[config.mk]
export PLATFORM = sky130hd
export DESIGN_NAME = multicycle_control
export DESIGN_NICKNAME = d
export VERILOG_FILES = /design/src/rtl/multicycle_control.sv
export SDC_FILE = /design/constraint.sdc
export NUM_CORES = 1
export LEC_CHECK = 0
export ABC_CLOCK_PERIOD_IN_PS = 2200
export BUFFER_PORTS_ARGS = -buffer_cell sky130_fd_sc_hd__buf_2
export CORE_ASPECT_RATIO = 0.6
export CORE_UTILIZATION = 33
export DETAILED_ROUTE_END_ITERATION = 16
export SETUP_SLACK_MARGIN = 0.1
export SLEW_MARGIN = 20
export SYNTH_ARGS = -nofsm -noshare
export SYNTH_HDL_FRONTEND = slang
export SYNTH_SLANG_ARGS = --single-unit
[constraint.sdc]
create_clock -name clk -period 2.2 [get_ports clk]
set_input_delay 0.44 -clock clk [delete_from_list [all_inputs] [get_ports clk]]
set_output_delay 0.44 -clock clk [all_outputs]
set_load 0.05 [all_outputs]
[src/rtl/multicycle_control.sv]
// Multi-cycle RV32I main controller: sequences fetch/decode/execute/writeback over one shared
// memory port and ALU, producing every datapath select and honouring a memory ready handshake.
module multicycle_control #(
    parameter bit MEM_HANDSHAKE   = 1'b1,
    parameter bit TRAP_ON_ILLEGAL = 1'b1
) (
    input  logic       clk,
    input  logic       rst,
    input  logic [6:0] op,
    input  logic [2:0] func3,
    input  logic [6:0] func7,
    input  logic       alu_zero,
    input  logic       alu_last_bit,
    input  logic       mem_ready,
    output logic       pc_write,
    output logic       adr_source,
    output logic       ir_write,
    output logic       mem_read,
    output logic       mem_write,
    output logic       reg_write,
    output logic [1:0] alu_src_a,
    output logic [1:0] alu_src_b,
    output logic [1:0] result_source,
    output logic [2:0] imm_source,
    output logic [3:0] alu_control,
    output logic       illegal_instr,
    output logic [3:0] state
);
    localparam logic [3:0] S_FETCH = 4'd0,  S_DECODE = 4'd1,  S_MEMADR = 4'd2,  S_MEMREAD = 4'd3,
                           S_MEMWB = 4'd4,  S_MEMWRITE = 4'd5, S_EXECR = 4'd6,  S_EXECI = 4'd7,
                           S_ALUWB = 4'd8,  S_BRANCH = 4'd9,  S_JAL = 4'd10,   S_JALR = 4'd11,
                           S_LUI = 4'd12,   S_AUIPC = 4'd13,  S_TRAP = 4'd15;

    localparam logic [6:0] OP_LOAD = 7'b0000011, OP_STORE = 7'b0100011, OP_R = 7'b0110011,
                           OP_I = 7'b0010011, OP_BR = 7'b1100011, OP_JAL = 7'b1101111,
                           OP_JALR = 7'b1100111, OP_LUI = 7'b0110111, OP_AUIPC = 7'b0010111;

    localparam logic [3:0] ALU_ADD = 4'd0, ALU_SUB = 4'd1, ALU_AND = 4'd2, ALU_OR = 4'd3,
                           ALU_XOR = 4'd4, ALU_SLL = 4'd5, ALU_SRL = 4'd6, ALU_SRA = 4'd7,
                           ALU_SLT = 4'd8, ALU_SLTU = 4'd9;

    localparam logic [2:0] IMM_I = 3'd0, IMM_S = 3'd1, IMM_B = 3'd2, IMM_J = 3'd3, IMM_U = 3'd4;

    logic [3:0] state_q, state_d;
    logic       ready;
    logic       is_store;
    logic       f7_zero, f7_alt;
    logic       dec_illegal;
    logic [3:0] dec_next;
    logic [3:0] exec_alu, br_alu;
    logic       br_take;

    logic       pc_write_c, adr_source_c, ir_write_c, mem_read_c, mem_write_c, reg_write_c, illegal_c;
    logic [1:0] src_a_c, src_b_c, result_c;
    logic [2:0] imm_c;
    logic [3:0] alu_c;

    assign ready    = MEM_HANDSHAKE ? mem_ready : 1'b1;
    assign is_store = op[5];
    assign f7_zero  = (func7 == 7'b0000000);
    assign f7_alt   = (func7 == 7'b0100000);

    // Opcode dispatch plus the func3/func7 legality rules of the EXECR/EXECI/BRANCH paths.
    always_comb begin
        dec_illegal = 1'b0;
        dec_next    = S_FETCH;
        case (op)
            OP_LOAD, OP_STORE: dec_next = S_MEMADR;
            OP_R: begin
                dec_next    = S_EXECR;
                dec_illegal = !(f7_zero || (f7_alt && (func3 == 3'b000 || func3 == 3'b101)));
            end
            OP_I: begin
                dec_next = S_EXECI;
                if (func3 == 3'b001)      dec_illegal = !f7_zero;
                else if (func3 == 3'b101) dec_illegal = !(f7_zero || f7_alt);
            end
            OP_BR: begin
                dec_next    = S_BRANCH;
                dec_illegal = (func3[2:1] == 2'b01);
            end
            OP_JAL:   dec_next = S_JAL;
            OP_JALR:  dec_next = S_JALR;
            OP_LUI:   dec_next = S_LUI;
            OP_AUIPC: dec_next = S_AUIPC;
            default:  dec_illegal = 1'b1;
        endcase
        if (dec_illegal) dec_next = TRAP_ON_ILLEGAL ? S_TRAP : S_FETCH;
    end

    always_comb begin
        exec_alu = ALU_ADD;
        case (func3)
            3'b000:  exec_alu = (op == OP_R && f7_alt) ? ALU_SUB : ALU_ADD;
            3'b001:  exec_alu = ALU_SLL;
            3'b010:  exec_alu = ALU_SLT;
            3'b011:  exec_alu = ALU_SLTU;
            3'b100:  exec_alu = ALU_XOR;
            3'b101:  exec_alu = func7[5] ? ALU_SRA : ALU_SRL;
            3'b110:  exec_alu = ALU_OR;
            default: exec_alu = ALU_AND;
        endcase
    end

    // func3[2] picks the compare flavour, func3[0] inverts the outcome.
    assign br_alu  = func3[2] ? (func3[1] ? ALU_SLTU : ALU_SLT) : ALU_SUB;
    assign br_take = (func3[2] ? alu_last_bit : alu_zero) ^ func3[0];

    always_comb begin
        state_d      = state_q;
        pc_write_c   = 1'b0;
        adr_source_c = 1'b0;
        ir_write_c   = 1'b0;
        mem_read_c   = 1'b0;
        mem_write_c  = 1'b0;
        reg_write_c  = 1'b0;
        illegal_c    = 1'b0;
        src_a_c      = 2'b00;
        src_b_c      = 2'b00;
        result_c     = 2'b00;
        imm_c        = IMM_I;
        alu_c        = ALU_ADD;
        case (state_q)
            S_FETCH: begin
                mem_read_c = 1'b1;
                src_b_c    = 2'b10;
                result_c   = 2'b10;
                pc_write_c = ready;
                ir_write_c = ready;
                if (ready) state_d = S_DECODE;
            end
            S_DECODE: begin
                src_a_c = 2'b01;
                src_b_c = 2'b01;
                imm_c   = (op == OP_JAL) ? IMM_J : IMM_B;
                state_d = dec_next;
            end
            S_MEMADR: begin
                src_a_c = 2'b10;
                src_b_c = 2'b01;
                imm_c   = is_store ? IMM_S : IMM_I;
                state_d = is_store ? S_MEMWRITE : S_MEMREAD;
            end
            S_MEMREAD: begin
                mem_read_c   = 1'b1;
                adr_source_c = 1'b1;
                if (ready) state_d = S_MEMWB;
            end
            S_MEMWB: begin
                reg_write_c = 1'b1;
                result_c    = 2'b01;
                state_d     = S_FETCH;
            end
            S_MEMWRITE: begin
                mem_write_c  = 1'b1;
                adr_source_c = 1'b1;
                if (ready) state_d = S_FETCH;
            end
            S_EXECR, S_EXECI: begin
                src_a_c = 2'b10;
                src_b_c = (state_q == S_EXECI) ? 2'b01 : 2'b00;
                alu_c   = exec_alu;
                state_d = S_ALUWB;
            end
            S_ALUWB: begin
                reg_write_c = 1'b1;
                state_d     = S_FETCH;
            end
            S_BRANCH: begin
                src_a_c    = 2'b10;
                alu_c      = br_alu;
                pc_write_c = br_take;
                state_d    = S_FETCH;
            end
            S_JAL: begin
                src_a_c    = 2'b01;
                src_b_c    = 2'b10;
                pc_write_c = 1'b1;
                state_d    = S_ALUWB;
            end
            S_JALR: begin
                src_a_c = 2'b10;
                src_b_c = 2'b01;
                state_d = S_JAL;
            end
            S_LUI, S_AUIPC: begin
                src_a_c = (state_q == S_LUI) ? 2'b11 : 2'b01;
                src_b_c = 2'b01;
                imm_c   = IMM_U;
                state_d = S_ALUWB;
            end
            S_TRAP:  illegal_c = 1'b1;
            default: state_d = S_FETCH;
        endcase
    end

    always_ff @(posedge clk) begin
        if (rst) state_q <= S_FETCH;
        else     state_q <= state_d;
    end

    // Reset forces every output low combinationally so an aborted access issues nothing.
    assign pc_write      = pc_write_c   & ~rst;
    assign adr_source    = adr_source_c & ~rst;
    assign ir_write      = ir_write_c   & ~rst;
    assign mem_read      = mem_read_c   & ~rst;
    assign mem_write     = mem_write_c  & ~rst;
    assign reg_write     = reg_write_c  & ~rst;
    assign illegal_instr = illegal_c    & ~rst;
    assign alu_src_a     = rst ? 2'b00 : src_a_c;
    assign alu_src_b     = rst ? 2'b00 : src_b_c;
    assign result_source = rst ? 2'b00 : result_c;
    assign imm_source    = rst ? 3'b000 : imm_c;
    assign alu_control   = rst ? 4'b0000 : alu_c;
    assign state         = rst ? 4'b0000 : state_q;
endmodule

* Yosys cells after proc, flatten, opt, wreduce, memory -nomap -nowiden
Cells that the tools add are included.
** Word-level totals
- Input port bits :: 22
- Register bits after elaboration :: 4
- Output and inout bits :: 24
** Operators by class
- Bitwise gates (word level) :: 10
- Mux-type cells :: 38
- Reduce and logical (&&, ||, !) cells :: 24
- Equal/unequal tests :: 34
** Operators by type and width (count)
- 4-bit one-hot mux with 8 select lines :: 2
- 4-bit == test (second input constant) :: 7
- 7-bit by 6-bit == test with 1-bit output (second input constant) :: 4
- 4-bit two-way mux :: 7
- 4-bit one-hot mux with 7 select lines :: 1
- 7-bit == test (second input constant) :: 3
- 4-bit by 3-bit == test with 1-bit output (second input constant) :: 4
- 2-bit OR reduction :: 8
- 1-bit two-way mux :: 15
- 5-bit OR reduction :: 3
- 7-bit by 5-bit == test with 1-bit output (second input constant) :: 2
- 2-bit one-hot mux with 3 select lines :: 2
- 3-bit == test (second input constant) :: 3
- 3-bit one-hot mux with 3 select lines :: 1
- 4-bit by 2-bit == test with 1-bit output (second input constant) :: 2
- 2-bit two-way mux :: 4
- 4-bit one-hot mux with 2 select lines :: 1
- 1-bit AND :: 7
- 7-bit by 2-bit == test with 1-bit output (second input constant) :: 1
- 7-bit zero test :: 1
- 3-bit by 2-bit == test with 1-bit output (second input constant) :: 2
- 3-bit two-way mux :: 2
- 2-bit != test (second input constant) :: 3
- 6-bit OR reduction :: 1
- other kinds (14) :: 20

* Depth between registers and ports, before layout
Gate-level depths: netlist (run 1).
- Word-level depth :: 8
- Gate-level depth with buffers :: 7
- Gate-level depth less buffers :: 5

* Worst setup path after synthesis (run 1)
No wires, ideal clock.
- Path type :: register to output
- From :: register state_q[2]
- To :: output port alu_src_b[1]
- Required time :: 1.760 ns
- Arrival :: 2.364 ns
- Setup slack :: -0.604 ns
- Cell stages (with the launch flop) :: 5
- Cell sequence :: dfxtp_1 > buf_2 > buf_1 > buf_2 > nor4_1
** On the way
- Word-level cells in the longest chain between the ends :: 4
** Ends and longest elaborated chain
- start, declared :: line 44 : logic [3:0] state_q, state_d;
- start signal, assigned :: line 199 : else state_q <= state_d;
- 4-bit == test, or another cell as far along :: line 123 : case (state_q)
- 5-bit OR reduction (no line) or 2-bit OR reduction (tied branches)
- 2-bit one-hot mux with 3 select lines * :: line 123
- 2-bit two-way mux * :: line 211 : assign alu_src_b = rst ? 2'b00 : src_b_c;
- end, declared :: line 22 : output logic [1:0] alu_src_b,
Mark *: on every way between the ends. The rest lies on a longest branch, timed or not.

* Worst setup path in the final report (run 1)
- From :: input port func7[1]
- To :: output port alu_control[0]
** On the way
- Word-level cells in the longest chain between the ends :: 6
** Ends and longest elaborated chain
- start, declared :: line 11 : input logic [6:0] func7,
- 7-bit by 6-bit == test with 1-bit output :: line 61 : assign f7_alt = (func7 == 7'b0100000);
- 1-bit logical AND :: line 94 : 3'b000: exec_alu = (op == OP_R && f7_alt) ? ALU_SUB : ALU_ADD;
- 1-bit two-way mux :: line 94
- 4-bit one-hot mux with 7 select lines :: line 93 : case (func3)
- 4-bit one-hot mux with 2 select lines :: line 123
- 4-bit two-way mux :: line 214 : assign alu_control = rst ? 4'b0000 : alu_c;
- end, declared :: line 25 : output logic [3:0] alu_control,
Every way passes these cells.

==> results of run 1 <==
-- worst max-delay path, stage by stage --
cell,delay (ns)
sky130_fd_sc_hd__buf_6,0.09
sky130_fd_sc_hd__or4_4,0.54
sky130_fd_sc_hd__nor2_4,0.11
sky130_fd_sc_hd__a31oi_1,0.08
sky130_fd_sc_hd__or3_4,0.34
sky130_fd_sc_hd__a21oi_4,0.13
sky130_fd_sc_hd__buf_6,0.17
-- stage by stage --
stage          hold WS, ns  std cells  worst slack, ns  total power [mW]
5_1_grt              0.747        266           -0.206             0.915
2_1_floorplan        0.666        162           -0.212             0.497
6_report             0.693        266           -0.132             0.858
3_5_place_dp         0.781        261           -0.276             0.661
3_3_place_gp         0.769        261           -0.234             0.656
4_1_cts              0.691        266           -0.161             0.841
-- timing repair --
item | CTS | global route
setup endpoints to repair | 7 | 10
resized for setup | 16 | 15
pin swaps | 4 | 1
setup buffers | 2 | 0
endpoints found under the hold margin | 0 | 0
-- final timing paths --
path	startpoint	slack (ns)	endpoint	cells after the start
worst min register to register	state_q[0]$_SDFFE_PP0P_	0.78	state_q[2]$_SDFFE_PP0P_	3
worst max-delay path	func7[1]	-0.13	alu_control[0]	7
worst min-delay path	op[3]	0.69	state_q[3]$_SDFFE_PP0P_	4
worst max register to register	state_q[3]$_SDFFE_PP0P_	0.41	state_q[1]$_SDFFE_PP0P_	7
-- power by group --
| group | total (mW) | switching, mW | internal [mW] |
|---|---|---|---|
| sequential | 0.0951 | 0.0119 | 0.0832 |
| clock | 0.151 | 0.0346 | 0.116 |
| combinational | 0.612 | 0.375 | 0.237 |
-- layout by cell type (no fill, tap or decap), drive strengths merged, types with 2 or more instances in the layout --
cell type	synthesis	routed
a31oi	6	6
nor2b	7	7
nor2	17	17
and2	2	2
a21oi	13	13
nor4	3	3
or2	2	2
buf	6	74
nand3	5	5
nand2b	7	7
nor3	9	9
nand3b	2	2
o21ai	13	13
dfxtp	4	4
xor2	4	4
and3	2	2
a32oi	2	2
a311oi	2	2
clkbuf	11	5
nor3b	3	3
nand2	9	9
or3	3	3
a211oi	5	5
inv	5	5
-- cells by family (layout without fill, tap and decap cells) --
family | Yosys count | count (layout) | synth area share [%]
xor gates and xnor gates | 5 | 5 | 4.32
AOI/OAI and AO/OA | 53 | 53 | 36.2
and+or+nand+nor | 77 | 77 | 42.0
muxes | 1 | 1 | 0.988
buffers and inverters | 22 | 84 | 8.64
DFF | 4 | 4 | 7.90
-- routing by layer --
metal | vias up | wire [µm] | global-route usage (%)
li1 | 732 | - | -
met1 | 663 | 1960 | 36.9
met2 | 44 | 1640 | 38.7
met3 | 0 | 181 | 2.68
met4 | 0 | 0 | 3.85
met5 | - | 0 | 0
-- area by class of cell --
class / instances / area share [%]
tap: 42 / 2.97
multi-input combinational: 136 / 57.7
sequential: 4 / 4.80
inverter: 5 / 1.06
timing repair buffer: 76 / 31.1
clock buffer: 3 / 2.33
==> results list, run 1 <==
- Counting flops and latches in the post-synthesis netlist gives 4.
- Each instance of the synthesized netlist takes up on average 6.26 µm².
- Headroom to the max-slew limit: 71.9%
- The largest registers in the layout are state_q: 4 flops.
- Leak pwr: 0.742 nW
- Across the run, the number of max-cap violations was 0.
* Die X-Extent: 73.5 µm
- For this design, the CTS-stage hold fixing added 0 buffers.
- Critical path start-end classification: input port to output port
- After the first detailed-routing iteration, the DRC count stood at 97.
* Startpoint type of the worst setup path: input port
- Post-layout util: 61.3%
- Entering global routing, the biggest net connects 25 pins.
* Clock input transition at the sequential cells of the worst setup and hold paths: 0.03 ns
* Number of global-route vias before repair: 1290
* Std-Cell Core Area: 2890 µm²
* Total power density per cell area: 484 nW/µm²
- Wire length reported by the detailed router: 3.78 mm
- Clock Skews: 0.000101 ns
- Largest cells by area after synthesis: sky130_fd_sc_hd__dfxtp_1 7.9%, sky130_fd_sc_hd__o21ai_0 6.4%, sky130_fd_sc_hd__nor2_1 6.3%
- Of the post-synthesis cell area, the dominant cell type holds 7.90%.
- Across every metal layer, demand over resource in global routing totals 24.6%.
* Sequential share of the synthesized area: 7.90%
* Final ANT Viol Nets: 0
- Post-Syn Area: 1010 µm²
- Sinks on the clock net: 4
- Post-route DRC violation count: 0
- The worst path uses 106% of the clock period.
- The die is 44.9 µm tall.
- Average wire per cell in the routed design: 14.2 µm
- After detailed routing, the number of vias per cell comes to 5.41.
- Critical Path RT: 1.76 ns
- Layout Cell Area excl Fill: 1770 µm²
- Status: finished with violations
- The number of hold violations in the final report was 0.
- Fill cells in the final layout number 303.
- Registers take 85.1 µm².
- Total Neg Setup Slack: -0.132 ns
- The congestion estimate from routability-driven global placement came to 0.877.
- TritonCTS buffer count: 3
- Yosys printed 0 warnings.
* Share of async-settable or async-resettable flops after synthesis: 0%
- The floorplan has 15 rows.
- Antenna Cells: 0
- The min-delay analysis places its worst path in the category input port to flop.
* Die Outline Area: 3300 µm²
* Critical Path AT: 1.89 ns
- Final count of negative-setup-slack endpoints: 1
- Worst path setup slack after routing: -0.132 ns
- state_q holds more flip-flops than any other register.
- The pre-antenna-repair detailed-routing pass consisted of 4 iterations.
- For this run, the top clock speed supported by timing is 429 MHz.
- IR analysis of the VDD net gives a maximum drop of 0.237 mV.
- The placed instances occupy a cell area of 1620 µm².
- Counting along the longest clock path gives a buffer depth of 2.
- Dominant register cell in the synthesized netlist: sky130_fd_sc_hd__dfxtp_1
- Yosys mapped the design onto 47 distinct sky130hd cell types.
- The detailed router placed 1439 vias in this run.
- In this run, synthesis inferred 0 flip-flops with an integrated enable.
- In this run the number of H-tree levels came out at 1.
- TritonCTS built the clock tree.
* Number of flip-flops under the largest register name: 4
* RSZ-0062 raised after global routing: true
* Layout net count: 248
- Clock network latency to the later pin of the worst-skew pair: 0.21 ns
* CP Capture Type: output port
- The synthesized design spends more area on one cell type than any other, namely sky130_fd_sc_hd__dfxtp_1.
- The total overflow left after global routing is 0.
* HPWL reported at the end of detailed placement: 2.96 mm
- In this run the worst path has a maximum fanout of 2.
* Number of input and output port buffers inserted: 45
- Final Max Slew Viols: 0
- Layout cell share with drive strength beyond 1: 50.0%
* Global-route wire length before repair: 6.16 mm
* Area of the multi-input gates: 1020 µm²
- I/O pin cnt: 46
- Violated checks: setup timing
- For the pin with the worst max-slew slack, the measured transition is 0.420 ns.
- Initial standard-cell utilization of the core: 35.1%
* Signed area change from the synthesized netlist to the final layout: 74.8%
* Shortest clock period the worst path allows after layout: 2.33 ns
* Root buffer selected by CTS: sky130_fd_sc_hd__clkbuf_8
* Leading post-synthesis cells by instance count: 17 x sky130_fd_sc_hd__nor2_1, 13 x sky130_fd_sc_hd__o21ai_0, 12 x sky130_fd_sc_hd__a21oi_1
* Number of nets produced by synthesis: 184
* Leading cell type by number of instances after synthesis: sky130_fd_sc_hd__nor2_1
* Post-Syn Instances: 162
- Antenna violations before repair: 0
No activity file was read; power rests on OpenSTA's default activity.
==> inputs of run 2 (changes only) <==
- RECOVER_POWER: not set -> 100
==> results list, run 2 (synthesis results as in run 1) <==
- The cell at the root of the clock tree is sky130_fd_sc_hd__clkbuf_8 (unchanged).
- Startpoint of the tightest hold check path: op[3] (unchanged)
* Shortest clock period the worst path allows after layout: 2.34 ns (was 2.33 ns)
- The initial cell density of the core came to 35.1% (unchanged).
- The number of nets in the final layout came to 248 (unchanged).
- Endpoint of the most critical register-to-register path: state_q[1]$_SDFFE_PP0P_ (unchanged)
* Deepest level of the CTS H-tree: 1 (unchanged)
- Final Max Slew Viols: 0 (unchanged)
- The worst path arrival time was 1.90 ns (was 1.89 ns).
- Max incr delay on CP: 0.54 ns (about the same)
- Startpoint type of the worst setup path: input port (unchanged)
* Total count of hold-check failures in the final report: 0 (unchanged)
- Sequential Area: 85.1 µm² (unchanged)
- The CTS buffer count was 3 (unchanged).
- I/O pin cnt: 46 (unchanged)
- Worst path setup slack after routing: -0.140 ns (was -0.132 ns)
* Via count: 1439 (unchanged)
- Number of placement rows: 15 (unchanged)
* Antenna violations before repair: 0 (unchanged)
- Headroom to the max-slew limit: 60.5% (was 71.9%)
- The final period utilization was 106% (about the same).
- The first-pass GRT wire length came to 6.16 mm (unchanged).
* Cells traversed along the worst timing path: buf_6 > or4_4 > nor2_4 > a31oi_1 > or3_4 > a21oi_4 > buf_6 (unchanged)
- Final non-filler cell total: 266 (unchanged)
* Std-Cell Core Area: 2890 µm² (unchanged)
- RSZ-0062 raised after global routing: true (unchanged)
- The first-pass iteration count of the detailed router was 4 (unchanged).
- The maximum clock rate came to 427 MHz (was 429 MHz).
* Peak fanout along the critical path: 2 (unchanged)
* Clock network latency to the later pin of the worst-skew pair: 0.21 ns (about the same)
- Antenna Cells: 0 (unchanged)
* Leak pwr: 0.711 nW (was 0.742 nW)
- The share of layout cells above drive strength 1 is 48.2% (was 50.0%).
* Signed area change from the synthesized netlist to the final layout: 70.0% (was 74.8%)
* Clock Skews: 0.000652 ns (was 0.000101 ns)
- The clock transition time at the flip-flop clock pins of the worst setup and hold paths is 0.03 ns (about the same).
* Number of global-route vias before repair: 1290 (unchanged)
- Largest net degree at the start of global routing: 25 (unchanged)
- The number of sinks on the clock net is 4 (unchanged).
- Final count of negative-setup-slack endpoints: 1 (unchanged)
- The violation count after the first detailed-routing iteration came to 84 (was 97).
- The register containing the most flip-flops in the final layout is state_q (unchanged).
- Internal reg-to-reg setup slack: 0.43 ns (was 0.41 ns)
- Largest registers: state_q: 4 flops (unchanged).
* Path depth of the worst reg2reg path: 7 (unchanged)
* Cell family with most CP delay: simple AND/OR/NAND/NOR gates (unchanged)
- Fillcell total: 313 (was 303)
- HPWL reported at the end of detailed placement: 2.96 mm (unchanged)
* Min-Delay Path Class: input port to flop (unchanged)
* Die X-Extent: 73.5 µm (unchanged)
* Post-layout util: 59.6% (was 61.3%)
- Total Neg Setup Slack: -0.140 ns (was -0.132 ns)
* Wire length reported by the detailed router: 3.78 mm (about the same)
- Number of instances in the placed design: 261 (unchanged)
* Critical path start-end classification: input port to output port (unchanged)
- The most common library cell in the layout ignoring fill and taps is sky130_fd_sc_hd__buf_4 (was sky130_fd_sc_hd__buf_2).
- Worst path bufs/invs: 2 (unchanged)
* Status: finished with violations (unchanged)
- The maximum number of buffers from clock root to sink was 2 (unchanged).
- The routability congestion estimate was 0.877 (unchanged).
- The overall die height was 44.9 µm (unchanged).
* Area of the multi-input gates: 1010 µm² (was 1020 µm²)
- The endpoint class of the critical path is an output port (unchanged).
- The flip-flop count of the largest register after layout was 4 (unchanged).
- The critical-path cell with the highest stage delay was sky130_fd_sc_hd__or4_4 (unchanged).
* Source of the worst register-to-register timing path: state_q[3]$_SDFFE_PP0P_ (unchanged)
* Total power density per cell area: 488 nW/µm² (was 484 nW/µm²)
* Most frequent cells in the layout: 28 x sky130_fd_sc_hd__buf_4, 21 x sky130_fd_sc_hd__buf_2, 14 x sky130_fd_sc_hd__nor2_1, 14 x sky130_fd_sc_hd__clkbuf_2, 12 x sky130_fd_sc_hd__o21ai_0 (was 34 x sky130_fd_sc_hd__buf_2, 27 x sky130_fd_sc_hd__buf_4, 14 x sky130_fd_sc_hd__nor2_1)
- The total design power came to 0.840 mW (was 0.858 mW).
* Critical Path RT: 1.76 ns (about the same)
* Average wire per cell in the routed design: 14.2 µm (about the same)
- The remaining design rule violation count is 0 (unchanged).
* Actual slew at the worst max-slew pin: 0.596 ns (was 0.420 ns)
- TritonCTS clock tree: done (unchanged)
- Violated checks: setup timing (unchanged)
- WHS Path Cells: 4 (unchanged)
* Worst hold endpoint: state_q[3]$_SDFFE_PP0P_ (unchanged)
- The overall track demand over capacity in global routing is 24.6% (unchanged).
- Highest ir drop seen on vdd: 0.222 mV (was 0.237 mV)
* Critical path's most frequent cell: sky130_fd_sc_hd__buf_6 (unchanged)
- The die outline area is 3300 µm² (unchanged).
- The post-place setup slack came to -0.276 ns (unchanged).
* Remaining global-route overflow: 0 (unchanged)
- Vias per cell: 5.41 (unchanged)
* Number of input and output port buffers inserted: 45 (unchanged)
* Final ANT Viol Nets: 0 (unchanged)
* Max capacitance violation total: 0 (unchanged)
[run 2: changes by cell type in the layout (fill, tap and decap cells not counted), moves of 3 or more]
cell                       change
sky130_fd_sc_hd__clkbuf_2     +14
sky130_fd_sc_hd__buf_6         -6
sky130_fd_sc_hd__clkbuf_1      +3
sky130_fd_sc_hd__buf_2        -13
[run 2: worst reg2reg max path: stages (launching register included)]
cell and delay [ns]:
sky130_fd_sc_hd__dfxtp_4 0.35, sky130_fd_sc_hd__buf_4 0.18, sky130_fd_sc_hd__or2_2 0.34, sky130_fd_sc_hd__buf_12 0.16
sky130_fd_sc_hd__o21ai_0 0.16, sky130_fd_sc_hd__and3_1 0.24, sky130_fd_sc_hd__nor4_1 0.08, sky130_fd_sc_hd__a21oi_1 0.18
[run 2: metal layers]
layer  wire (µm)  part of all wire, %  vias to the layer above  GRT usage, %
met5           0                    0                        -             0
met4           0                    0                        0          3.85
met3         266                  7.0                        0          2.68
met2        1600                   42                       49          38.7
met1        1910                   51                      657          36.9
li1            -                    -                      733             -
[run 2: area by class of cell]
class | count | area share, %
multi-input combinational | 136 | 58.6
timing repair buffer | 76 | 29.9
sequential | 4 | 4.94
tap | 42 | 3.05
clock buffer | 3 | 2.40
inverter | 5 | 1.09
[run 2: stage by stage]
step / area (µm²) / hold WS [ns]
finish: 1720 / 0.691
global route: 1720 / 0.747
CTS: 1730 / 0.691
detailed placement: 1620 / 0.781
global placement: 1620 / 0.769
floorplan: 1180 / 0.666
[run 2: power by group]
part	switching, mW	internal [mW]	leakage (nW)
Sequential	0.0116	0.0832	0.0340
Combinational	0.373	0.222	0.656
Clock	0.0349	0.116	0.0216
[run 2: repair_timing]
item,CTS,global route
setup buffers,2,0
pin swaps,4,1
endpoints found under the setup margin,7,10
resized for setup,16,15
hold buffers,0,0
[run 2: worst max path at each step]
stage	start	to	slack [ns]	cells after the start
floorplan	rst	illegal_instr	-0.21	3
global placement	func7[1]	alu_control[0]	-0.23	7
detailed placement	func7[1]	alu_control[0]	-0.28	7
CTS	func7[1]	alu_control[0]	-0.16	7
global route	func7[1]	alu_control[0]	-0.21	7
finish	func7[1]	alu_control[0]	-0.14	7
==> inputs of run 3 (changes only) <==
- CORE_UTILIZATION: 33 -> 30
==> results list, run 3 (synthesis results as in run 1) <==
- Status: finished with violations (unchanged)
* Violated checks: setup timing (unchanged)
- The largest net degree at the start of global routing came to 24 (was 25).
- The share of layout cells above drive strength 1 was 47.3% (was 48.2%).
* Number of placement rows: 15 (unchanged)
* Ratio of final minimum period to clock period: 107% (was 106%)
* Std-Cell Core Area: 3040 µm² (was 2890 µm²)
- Final hold slack: 0.614 ns (was 0.691 ns)
- The violation count after the first detailed-routing iteration was 90 (was 84).
* Total count of hold-check failures in the final report: 0 (unchanged)
- The number of I/O pins came to 46 (unchanged).
- The placed wire-length estimate is 3.04 mm (was 2.96 mm).
- The slew at the pin closest to its max-slew limit is 0.595 ns (was 0.596 ns).
- The worst-skew pair later-pin latency came to 0.22 ns (was 0.21 ns).
- The total length of routed wires is 3.79 mm (was 3.78 mm).
- Number of global-route vias before repair: 1320 (was 1290)
- Initial standard-cell utilization of the core: 33.3% (was 35.1%)
- Sinks on the clock net: 4 (unchanged)
* Largest registers: state_q: 4 flops (unchanged)
- Logic pwr share: 70.4% (was 70.7%)
- Clock Skews: 0.00579 ns (was 0.000652 ns)
- The routability congestion estimate is 0.925 (was 0.877).
- The count of input and output buffers was 45 (unchanged).
- The maximum number of buffers from clock root to sink was 2 (unchanged).
- Antenna violations before repair: 0 (unchanged)
* Net load switching power: 0.419 mW (about the same)
* Shortest clock period the worst path allows after layout: 2.35 ns (was 2.34 ns)
- Internal power of the cells: 0.415 mW (was 0.421 mW)
* Min-Delay Path Class: input port to flop (unchanged)
- The number of max-slew violations in the final report is 0 (unchanged).
- The worst path required time came to 1.76 ns (about the same).
- The signed area change from the synthesized netlist to the final layout is 70.7% (was 70.0%).
* Max capacitance violation total: 0 (unchanged)
- The first-pass iteration count of the detailed router came to 4 (unchanged).
* Share of power burned in the clock network: 18.4% (was 18.0%)
- The critical register-to-register path startpoint is state_q[3]$_SDFFE_PP0P_ (unchanged).
- Headroom to the max-slew limit: 60.5% (about the same)
* Critical path start-end classification: input port to output port (unchanged)
- The worst path arrival time came to 1.91 ns (was 1.90 ns).
- Most frequent cells in the layout: 30 x sky130_fd_sc_hd__buf_4, 21 x sky130_fd_sc_hd__buf_2, 15 x sky130_fd_sc_hd__clkbuf_2 (was 28 x sky130_fd_sc_hd__buf_4, 21 x sky130_fd_sc_hd__buf_2, 14 x sky130_fd_sc_hd__nor2_1, 14 x sky130_fd_sc_hd__clkbuf_2, 12 x sky130_fd_sc_hd__o21ai_0).
- FMAX: 426 MHz (was 427 MHz)
- TritonCTS clock tree: done (unchanged)
* Number of flip-flops under the largest register name: 4 (unchanged)
* Fillcell total: 297 (was 313)
- The sort of element at the start of the critical path was an input port (unchanged).
- Setup slack at placement: -0.296 ns (was -0.276 ns)
- Total power density per cell area: 481 nW/µm² (was 488 nW/µm²)
- The post-route worst setup slack came to -0.145 ns (was -0.140 ns).
- The endpoint class of the critical path is an output port (unchanged).
* Average wire per cell in the routed design: 14.1 µm (was 14.2 µm)
- The most common library cell in the layout ignoring fill and taps is sky130_fd_sc_hd__buf_4 (unchanged).
- The overall die height is 47.0 µm (was 44.9 µm).
- The cell at the root of the clock tree was sky130_fd_sc_hd__clkbuf_8 (unchanged).
- The register containing the most flip-flops in the final layout is state_q (unchanged).
- Post-route DRC violation count: 0 (unchanged)
- Die Outline Area: 3620 µm² (was 3300 µm²)
- The via count of the routed design came to 1459 (was 1439).
* Global-route wire length before repair: 6.15 mm (was 6.16 mm)
- Peak fanout along the critical path: 2 (unchanged)
- RSZ-0062 raised after global routing: true (unchanged)
- The startpoint of the tightest hold check path is rst (was op[3]).
- Layout net count: 250 (was 248)
* Deepest level of the CTS H-tree: 1 (unchanged)
* Crit path from: func7[2] (was func7[1])
* Clock input transition at the sequential cells of the worst setup and hold paths: 0.03 ns (about the same)
* Vias per cell: 5.44 (was 5.41)
- The CTS buffer count came to 3 (unchanged).
- Final ANT Viol Nets: 0 (unchanged)
- Leak pwr: 0.716 nW (was 0.711 nW)
- Highest ir drop seen on vdd: 0.221 mV (was 0.222 mV)
* Part of the power in registers: 11.2% (was 11.3%)
* Die X-Extent: 77.0 µm (was 73.5 µm)
- The fraction of power spent switching nets is 50.2% (was 49.9%).
* Total track usage: 21.9% (was 24.6%)
- The count of inserted antenna diode cells is 0 (unchanged).
* Remaining global-route overflow: 0 (unchanged)
- Final count of negative-setup-slack endpoints: 1 (unchanged)
[run 3: area by class of cell]
| type | count | area [µm²] | area share [%] |
|---|---|---|---|
| well taps | 42 | 52.6 | 3.04 |
| repair buffers | 78 | 523 | 30.2 |
| inverters | 5 | 18.8 | 1.08 |
| multi-input cells | 136 | 1010 | 58.5 |
| flip-flops and latches | 4 | 82.6 | 4.77 |
| clock buffers | 3 | 41.3 | 2.39 |
[run 3: metrics by stage]
step                util (%)  setup TNS (ns)  cells  power, mW  cell area (µm²)
floorplan                  -          -0.597    162      0.497             1180
CTS                     56.4          -0.172    266      0.825             1710
detailed placement      53.0          -0.349    262      0.651             1610
finish                  56.9          -0.145    268      0.833             1730
global route            56.9          -0.382    268      0.884             1730
global placement        53.0          -0.251    262      0.643             1610
[run 3: critical path, stage by stage]
cell and delay (ns):
sky130_fd_sc_hd__buf_6 0.09, sky130_fd_sc_hd__or4_4 0.55, sky130_fd_sc_hd__nor2_4 0.11, sky130_fd_sc_hd__a31oi_1 0.08, sky130_fd_sc_hd__or3_4 0.34, sky130_fd_sc_hd__a21oi_4 0.12
sky130_fd_sc_hd__buf_6 0.16
[run 3: final timing paths]
check	slack, ns	cells past startpoint	to
setup / recovery	-0.15	7	alu_control[0]
hold / removal	0.61	2	state_q[0]$_SDFFE_PP0P_
setup reg to reg	0.27	6	state_q[1]$_SDFFE_PP0P_
hold reg to reg	0.70	3	state_q[2]$_SDFFE_PP0P_
[run 3: timing repair]
item	4_1_cts	5_1_grt
pin swaps	6	5
setup endpoints to repair	5	8
hold buffers	0	0
gates resized for setup	13	11
cloned	0	0
setup buffers	1	2
[run 3: power groups by stage]
stage | Combinational, mW | Sequential (mW) | Clock (mW)
detailed placement | 0.559 | 0.0918 | 0
finish | 0.586 | 0.0935 | 0.153
global route | 0.629 | 0.0945 | 0.161
floorplan | 0.408 | 0.0884 | 0
global placement | 0.551 | 0.0921 | 0
CTS | 0.578 | 0.0909 | 0.156
[run 3: layer usage]
metal / GRT usage, % / up-vias / share of wire [%]
met5: 0 / - / 0
met3: 4.85 / 6 / 6.7
met4: 7.55 / 0 / 1.1
met2: 34.6 / 51 / 44
li1: - / 728 / -
met1: 30.3 / 674 / 49
